[src/rtl/counter_job_arbiter_if.sv]
// Job/counter bundle for counter_job_arbiter: two requester job ports,
// the external up/down counter control/data port and the completion report.
// Signal suffixes (_i/_o) are from the arbiter's point of view.
interface counter_job_arbiter_if #(
  parameter int WIDTH = 4
);
  logic             req0_valid_i;
  logic             req0_ready_o;
  logic             req0_dir_i;
  logic [WIDTH-1:0] req0_target_i;
  logic             req1_valid_i;
  logic             req1_ready_o;
  logic             req1_dir_i;
  logic [WIDTH-1:0] req1_target_i;
  logic             cnt_load_o;
  logic [WIDTH-1:0] cnt_load_val_o;
  logic             cnt_en_o;
  logic             cnt_sel_o;
  logic [WIDTH-1:0] cnt_data_i;
  logic             done_valid_o;
  logic             done_id_o;
  logic             done_timeout_o;
  logic             busy_o;

  // Arbiter side
  modport slave (
    input  req0_valid_i, req0_dir_i, req0_target_i,
    input  req1_valid_i, req1_dir_i, req1_target_i,
    input  cnt_data_i,
    output req0_ready_o, req1_ready_o,
    output cnt_load_o, cnt_load_val_o, cnt_en_o, cnt_sel_o,
    output done_valid_o, done_id_o, done_timeout_o, busy_o
  );

  // Requester / counter / environment side
  modport master (
    output req0_valid_i, req0_dir_i, req0_target_i,
    output req1_valid_i, req1_dir_i, req1_target_i,
    output cnt_data_i,
    input  req0_ready_o, req1_ready_o,
    input  cnt_load_o, cnt_load_val_o, cnt_en_o, cnt_sel_o,
    input  done_valid_o, done_id_o, done_timeout_o, busy_o
  );
endinterface

[src/rtl/counter_job_arbiter.sv]
// counter_job_arbiter: round-robin arbiter that lends one external up/down
// counter to two requesters. A job preloads the counter (0 for up, all ones
// for down), enables it until the target value appears on the counter
// output, then pulses a completion report (with timeout flag) for one cycle.
module counter_job_arbiter #(
  parameter int WIDTH   = 4,
  parameter int TIMEOUT = 32
) (
  input logic                   clk,
  input logic                   rst,
  counter_job_arbiter_if.slave  bus
);

  localparam int RCW = (TIMEOUT > 1) ? $clog2(TIMEOUT) : 1;

  localparam logic [1:0] S_IDLE = 2'd0;
  localparam logic [1:0] S_LOAD = 2'd1;
  localparam logic [1:0] S_RUN  = 2'd2;
  localparam logic [1:0] S_DONE = 2'd3;

  localparam logic [RCW-1:0]   RUN_LAST = RCW'(TIMEOUT - 1);
  localparam logic [WIDTH-1:0] ALL_ONES = {WIDTH{1'b1}};
  localparam logic [WIDTH-1:0] ALL_ZERO = {WIDTH{1'b0}};

  logic [1:0]       r_state;
  logic             r_last_grant;
  logic             r_id;
  logic             r_dir;
  logic [WIDTH-1:0] r_target;
  logic [RCW-1:0]   r_run_cnt;
  logic             r_timeout;

  logic             w_grant;
  logic             w_accept;
  logic             w_match;

  // Round-robin pick: a lone requester wins, a tie goes to the one not served last
  always_comb begin
    w_grant = 1'b0;
    if (bus.req0_valid_i && bus.req1_valid_i) begin
      w_grant = ~r_last_grant;
    end else if (bus.req1_valid_i) begin
      w_grant = 1'b1;
    end else begin
      w_grant = 1'b0;
    end
  end

  assign w_accept = (r_state == S_IDLE) && (bus.req0_valid_i || bus.req1_valid_i);
  assign w_match  = (bus.cnt_data_i == r_target);

  // Job sequencing: accept in IDLE, one LOAD cycle, RUN until match/timeout, one DONE cycle
  always_ff @(posedge clk) begin
    if (rst) begin
      r_state      <= S_IDLE;
      r_last_grant <= 1'b1;
      r_id         <= 1'b0;
      r_dir        <= 1'b0;
      r_target     <= ALL_ZERO;
      r_run_cnt    <= {RCW{1'b0}};
      r_timeout    <= 1'b0;
    end else begin
      case (r_state)
        S_IDLE: begin
          if (w_accept) begin
            r_id         <= w_grant;
            r_last_grant <= w_grant;
            r_dir        <= w_grant ? bus.req1_dir_i : bus.req0_dir_i;
            r_target     <= w_grant ? bus.req1_target_i : bus.req0_target_i;
            r_state      <= S_LOAD;
          end
        end
        S_LOAD: begin
          r_run_cnt <= {RCW{1'b0}};
          r_state   <= S_RUN;
        end
        S_RUN: begin
          // a match in the same cycle as the last allowed cycle is not a timeout
          if (w_match) begin
            r_timeout <= 1'b0;
            r_state   <= S_DONE;
          end else if (r_run_cnt == RUN_LAST) begin
            r_timeout <= 1'b1;
            r_state   <= S_DONE;
          end else begin
            r_run_cnt <= r_run_cnt + {{(RCW-1){1'b0}}, 1'b1};
          end
        end
        S_DONE: begin
          r_state <= S_IDLE;
        end
        default: begin
          r_state <= S_IDLE;
        end
      endcase
    end
  end

  // Handshake and counter control decode; enable is combinational on the
  // counter output so the counter stops exactly on the target value
  assign bus.req0_ready_o   = w_accept && !w_grant;
  assign bus.req1_ready_o   = w_accept && w_grant;
  assign bus.cnt_load_o     = (r_state == S_LOAD);
  assign bus.cnt_load_val_o = ((r_state == S_LOAD) && r_dir) ? ALL_ONES : ALL_ZERO;
  assign bus.cnt_en_o       = (r_state == S_RUN) && !w_match;
  assign bus.cnt_sel_o      = r_dir;
  assign bus.done_valid_o   = (r_state == S_DONE);
  assign bus.done_id_o      = (r_state == S_DONE) && r_id;
  assign bus.done_timeout_o = (r_state == S_DONE) && r_timeout;
  assign bus.busy_o         = (r_state != S_IDLE);

endmodule

[src/flat_wrapper.sv]
// flat-port wrapper written by rule: the top's interface ports become plain ports
module counter_job_arbiter_flat 
#(
  parameter int WIDTH   = 4,
  parameter int TIMEOUT = 32
)
  (clk, rst, bus_req0_valid_i, bus_req0_dir_i, bus_req0_target_i, bus_req1_valid_i, bus_req1_dir_i, bus_req1_target_i, bus_cnt_data_i, bus_req0_ready_o, bus_req1_ready_o, bus_cnt_load_o, bus_cnt_load_val_o, bus_cnt_en_o, bus_cnt_sel_o, bus_done_valid_o, bus_done_id_o, bus_done_timeout_o, bus_busy_o);
  counter_job_arbiter_if #(.WIDTH(WIDTH)) bus_i ();
  input logic clk;
  input logic rst;
  input wire logic [$bits(bus_i.req0_valid_i)-1:0] bus_req0_valid_i;
  input wire logic [$bits(bus_i.req0_dir_i)-1:0] bus_req0_dir_i;
  input wire logic [$bits(bus_i.req0_target_i)-1:0] bus_req0_target_i;
  input wire logic [$bits(bus_i.req1_valid_i)-1:0] bus_req1_valid_i;
  input wire logic [$bits(bus_i.req1_dir_i)-1:0] bus_req1_dir_i;
  input wire logic [$bits(bus_i.req1_target_i)-1:0] bus_req1_target_i;
  input wire logic [$bits(bus_i.cnt_data_i)-1:0] bus_cnt_data_i;
  output wire logic [$bits(bus_i.req0_ready_o)-1:0] bus_req0_ready_o;
  output wire logic [$bits(bus_i.req1_ready_o)-1:0] bus_req1_ready_o;
  output wire logic [$bits(bus_i.cnt_load_o)-1:0] bus_cnt_load_o;
  output wire logic [$bits(bus_i.cnt_load_val_o)-1:0] bus_cnt_load_val_o;
  output wire logic [$bits(bus_i.cnt_en_o)-1:0] bus_cnt_en_o;
  output wire logic [$bits(bus_i.cnt_sel_o)-1:0] bus_cnt_sel_o;
  output wire logic [$bits(bus_i.done_valid_o)-1:0] bus_done_valid_o;
  output wire logic [$bits(bus_i.done_id_o)-1:0] bus_done_id_o;
  output wire logic [$bits(bus_i.done_timeout_o)-1:0] bus_done_timeout_o;
  output wire logic [$bits(bus_i.busy_o)-1:0] bus_busy_o;
  assign bus_i.req0_valid_i = bus_req0_valid_i;
  assign bus_i.req0_dir_i = bus_req0_dir_i;
  assign bus_i.req0_target_i = bus_req0_target_i;
  assign bus_i.req1_valid_i = bus_req1_valid_i;
  assign bus_i.req1_dir_i = bus_req1_dir_i;
  assign bus_i.req1_target_i = bus_req1_target_i;
  assign bus_i.cnt_data_i = bus_cnt_data_i;
  assign bus_req0_ready_o = bus_i.req0_ready_o;
  assign bus_req1_ready_o = bus_i.req1_ready_o;
  assign bus_cnt_load_o = bus_i.cnt_load_o;
  assign bus_cnt_load_val_o = bus_i.cnt_load_val_o;
  assign bus_cnt_en_o = bus_i.cnt_en_o;
  assign bus_cnt_sel_o = bus_i.cnt_sel_o;
  assign bus_done_valid_o = bus_i.done_valid_o;
  assign bus_done_id_o = bus_i.done_id_o;
  assign bus_done_timeout_o = bus_i.done_timeout_o;
  assign bus_busy_o = bus_i.busy_o;
  counter_job_arbiter #(.WIDTH(WIDTH), .TIMEOUT(TIMEOUT)) u_core (.clk(clk), .rst(rst), .bus(bus_i));
endmodule
[config.mk]
export PLATFORM = sky130hd
export DESIGN_NAME = counter_job_arbiter_flat
export DESIGN_NICKNAME = d
export VERILOG_FILES = /design/src/rtl/counter_job_arbiter_if.sv /design/src/rtl/counter_job_arbiter.sv /design/src/flat_wrapper.sv
export SDC_FILE = /design/constraint.sdc
export NUM_CORES = 1
export LEC_CHECK = 0
export BUFFER_PORTS_ARGS = -buffer_cell sky130_fd_sc_hd__buf_2
export CAP_MARGIN = 25
export CORE_MARGIN = 2
export CORE_UTILIZATION = 47
export CTS_BUF_LIST = sky130_fd_sc_hd__clkbuf_16
export DETAILED_ROUTE_END_ITERATION = 6
export PLACE_DENSITY = 0.77
export SYNTH_ARGS = -nofsm -noshare
export SYNTH_HDL_FRONTEND = slang
export SYNTH_SLANG_ARGS = --single-unit
[constraint.sdc]
create_clock -name clk -period 2.3 [get_ports clk]
set_clock_uncertainty 0.05 [all_clocks]
set_input_delay 0.345 -clock clk [delete_from_list [all_inputs] [get_ports clk]]
set_output_delay 0.345 -clock clk [all_outputs]
set_load 0.1 [all_outputs]
[Word level (Yosys, flattened, before mapping)]
Index checks and enable logic that the tools add are counted.
Word-level totals
  logic and storage cells: 51
  output and inout port bits: 13
  register bits after elaboration: 15
Operators by class
  muxes and demuxes: 14
  reduce and logical (&&, ||, !) cells: 19
  bitwise logic cells: 1
  equality and inequality tests: 9
  add/sub/neg operators: 1
Operators by type and width (count)
  $mux 5: 2
  $pmux 5 s2: 1
  $logic_and 1x1->1: 8
  $mux 4: 2
  $pmux 2 s4: 1
  $mux 2: 3
  $reduce_and 2->1: 3
  $reduce_bool 2->1: 3
  $add 5x1->5 const B: 1
  $eq 5x5->1 const B: 1
  $mux 1: 5
  $eq 2x2->1 const B: 2
  $eq 4x4->1: 1
  $ne 2x2->1 const B: 2
  $ne 3x1->1 const B: 1
  $reduce_and 3->1: 1
  $eq 2x1->1 const B: 1
  $logic_not 1->1: 2
  $logic_not 2->1: 1
  $ne 2x1->1 const B: 1
  $logic_or 1x1->1: 1
  $not 1->1: 1

[Depth between registers and ports, before layout]
  word-level depth: 4
  depth in mapped cells: 7
  depth with buffers taken out: 7

[Worst setup path before layout]
Ideal clock, no wire load.
  kind: reg-to-reg
  start point: register u_core.r_state[0]
  end point: register u_core.r_dir, in the netlist u_core.bus.cnt_sel_o
  arrival: 2875 ps
  period minus slack after synthesis: 3000 ps
  setup slack: -700 ps
  cell stages (with the launch flop): 7
  path through: dfxtp_1 inv_1 ha_1 nand2_1 a21oi_1 a222oi_1 nor2_1
Between the ends
  word-level cells in the longest chain between the ends: 3
Ends and longest elaborated chain
  start: declaration: RTL line counter_job_arbiter.sv:25  | logic [1:0] r_state;
  start signal: assignment: RTL line counter_job_arbiter.sv:55  | r_state <= S_IDLE;
  start signal: assignment: RTL line counter_job_arbiter.sv:70  | r_state <= S_LOAD;
  start signal: assignment: RTL line counter_job_arbiter.sv:75  | r_state <= S_RUN;
  $logic_not 2->1 *: RTL line counter_job_arbiter.sv:49, counter_job_arbiter.sv:63
  $logic_and 1x1->1: RTL line counter_job_arbiter.sv:49  | assign w_accept = (r_state == S_IDLE) && (bus.req0_valid_i || bus.req1_valid_i);
  $reduce_and 2->1 (no source line) *
  end signal: assignment: RTL line counter_job_arbiter.sv:68  | r_dir <= w_grant ? bus.req1_dir_i : bus.req0_dir_i;
  end: declaration: RTL line counter_job_arbiter.sv:28  | logic r_dir;
Every way passes the cells marked *; elsewhere a longest branch is shown, timed or not.
A chain may end at the register's enable or synchronous reset.

[Worst setup path after layout]
  start point: register u_core.r_state[0]
  end point: output bus_req1_ready_o
Between the ends
  word-level cells in the longest chain between the ends: 3
Ends and longest elaborated chain
  $logic_not 2->1: RTL line counter_job_arbiter.sv:49
  $logic_and 1x1->1: RTL line counter_job_arbiter.sv:49
  $logic_and 1x1->1: RTL line counter_job_arbiter.sv:102  | assign bus.req1_ready_o = w_accept && w_grant;
  end: declaration: RTL line flat_wrapper.sv:19  | output wire logic [$bits(bus_i.req1_ready_o)-1:0] bus_req1_ready_o;
No other way between the ends.

==> summary.md <==
| Metric | Value |
|---|---|
| WL/cell | 12.8 um |
| Final period util | 94.6% |
| Critical path type | reg2out |
| Max Cap Viol | 0 |
| H-tree depth | 1 |
| Worst-path cell chain | inv_1 -> ha_1 -> nand2_1 -> a21oi_2 -> clkbuf_4 |
| Critical path arrival | 1.78 ns |
| Initial core utilization | 48.9% |
| Hold Fails Final Rpt | 0 |
| Status | finished clean |
| Final worst slack | 0.124 ns |
| Fin. max-slew vios | 0 |
| CTS tree | built |
| Worst-path clk slew | 0.05 ns |
| Hold/Removal Path Class | in2reg |
| Count of cell types in the netlist | 30 |
| DR top layer | met4 |
| Setup_tns | 0 ns |
| Core area | 1710 um^2 |
| DP Worst Slack | 0.324 ns |
| Port Buf Inserts | 30 |
| Synth async-reset ratio | 0% |
| Die X | 46.2 um |
| CTS root buffer | clkbuf_16 |
| Longest Clk Path Bufs | 2 |
| RSZ-0062 raised after global routing | false |
| Setup-failing EPs final | 0 |
| Post-Route WL | 1910 um |
| Global-route wire length before repair | 2880 um |
| Worst Path Buf+Inv | 2 |
| Worst skew pair latency | 0.24 ns |
| CP max stage cell | clkbuf_4 |
| Fmax | 460 MHz |
| Register area share after synthesis | 35.9% |
| Routed length on met1 | 865 um |
| TritonRoute pass-1 iters | 4 |
| N_diodes | 0 |
| Slowest cell delay on critical path | 0.42 ns |
| Clock sinks | 15 |
| Max IR drop VDD | 0.720 mV |
| Drt first-iter violations | 55 |
| DRC viols | 0 |
| Total Power | 1.70 mW |
| Largest net degree at the start of global routing | 17 |
| Reg2reg setup slack | 0.41 ns |
| Die Height | 46.2 um |
| Cells after Synth | 95 |
| Mapped Nets | 120 |
| Hold WS | 0.316 ns |
| Top-level port count | 31 |
| Final GP Congestion | 0.761 |
| YS warnings | 0 |
| Layout cells sized above 1 | 33.6% |
| Setup Fix Bufs, Post-CTS | 0 |
| Crit path time final | 2.18 ns |
| Area growth syn-to-layout | 31.0% |
| # nets final | 151 |
| Metal3 WL | 109 um |
| DP HPWL | 1410 um |
| Final ANT Viol Nets | 0 |
| Initial antenna violation count | 0 |
| Std-Cell Rows | 15 |
| Vias in the first global route | 685 |
| Primary FF master, synth | dfxtp_1 |
| Critical Path RT | 1.90 ns |
| Worst rel slew slack | 63.7% |
| DIE AREA | 2130 um^2 |
| Metal2 WL | 931 um |
| Family with the most delay on the worst path | buffers and inverters |
| GRT Resource Usage Total | 18.9% |
| Synthesized flop and latch total | 15 |
| Number of enable flip-flop cells after synthesis | 0 |
| Tightest Pin Transition | 0.538 ns |
| CTS Buf Count | 3 |
| Pwr/cell area | 1550 nW/um^2 |
| Startpoint types | flop |
| Post-Syn Area | 836 um^2 |
| Total number of vias | 807 |
| Crit. End Element | primary output |
| Via density | 5.38 |
| Leak | 0.516 nW |
| Total grt overflow | 0 |
| Mean Syn Cell Area | 8.80 um^2 |
| Critical Path Fanout Max | 8 |
[cell families (layout without fill, tap and decap cells)]
| kind of cell | Yosys count | count (layout) | synth area share [%] |
|---|---|---|---|
| and+or+nand+nor | 34 | 34 | 20.7 |
| AOI/OAI and AO/OA | 24 | 24 | 21.7 |
| DFF | 15 | 15 | 35.9 |
| buffers and inverters | 10 | 40 | 5.84 |
| adders and majority gates | 7 | 7 | 10.5 |
| xor gates and xnor gates | 4 | 4 | 4.19 |
| muxes | 1 | 1 | 1.20 |
[per-layer routing]
metal	track usage, %	vias up
met1	24.2	359
met5	0	-
met2	31.1	36
met4	7.43	0
met3	3.53	2
li1	-	410
[through the flow]
step | util, % | area [um^2] | std cells
global placement | 59.2 | 1010 | 146
detailed placement | 59.2 | 1010 | 146
CTS | 63.8 | 1090 | 150
finish | 64.1 | 1090 | 150
floorplan | - | 852 | 95
global route | 64.1 | 1090 | 150
[flip-flops by register name, summed over array words and instances, names as in the netlist]
signal / flops
u_core.r_last_grant: 1
u_core.bus.cnt_sel_o: 1
u_core.r_timeout: 1
u_core.r_id: 1
u_core.r_target: 4
u_core.r_state: 2
u_core.r_run_cnt: 5
[power breakdown]
part | internal (mW) | switching [mW]
registers | 0.316 | 0.0462
clock network | 0.229 | 0.0967
logic | 0.239 | 0.774
total | 0.785 | 0.917
[area by class of cell]
class | instances | area [um^2]
clock inverters | 1 | 3.75
flip-flops and latches | 15 | 302
multi-input cells | 70 | 502
well taps | 25 | 31.3
repair buffers | 31 | 163
fillers | 150 | 613
inverters | 5 | 18.8
clock buffers | 3 | 75.1
[cells in the mapped netlist (2+ instances only)]
master | instances | share of area (%)
clkbuf_1 | 2 | 0.90
inv_1 | 5 | 2.2
nand4_1 | 3 | 2.2
a222oi_1 | 5 | 6.0
nand2b_1 | 4 | 3.0
dfxtp_1 | 15 | 36
nand2_1 | 5 | 2.2
a211oi_1 | 2 | 1.8
a21oi_1 | 8 | 4.8
and2_1 | 3 | 2.2
nor2_1 | 10 | 4.5
ha_1 | 7 | 10
nand3_1 | 4 | 2.4
buf_4 | 3 | 2.7
xor2_1 | 4 | 4.2
[cells in the final DEF, fill, tap and decap left out, types with 2 or more instances in the layout]
cell and count:
buf_2 28, dfxtp_1 14, nor2_1 10, inv_1 6
a21oi_1 6, ha_1 6, nand2_1 5, a222oi_1 5
xor2_1 4, nand2b_1 4, nand3_1 4, nand4_1 3
clkbuf_16 3, a21oi_2 2, and2_2 2, a211oi_1 2
clkbuf_4 2
[worst register-to-register path: stages (launching register included)]
cell and delay, ns:
dfxtp_1 0.33, ha_1 0.23, and3_1 0.19, ha_1 0.22, inv_1 0.10, nand4_1 0.12
or4_1 0.41, a31oi_1 0.16
[worst paths after layout]
check	to	cells past startpoint	startpoint
worst min-delay path	u_core.r_target[1]	3	bus_req1_target_i[1]
worst max-delay path	bus_req1_ready_o	5	u_core.r_state[0]
worst max register to register	u_core.r_run_cnt[3]	7	u_core.r_run_cnt[0]
worst min register to register	u_core.r_run_cnt[4]	2	u_core.r_run_cnt[4]
[timing repair]
item	CTS	global route
hold buffers	0	0
gates resized for setup	0	2
setup endpoints to repair	0	2
(Power assumes the default switching activity.)
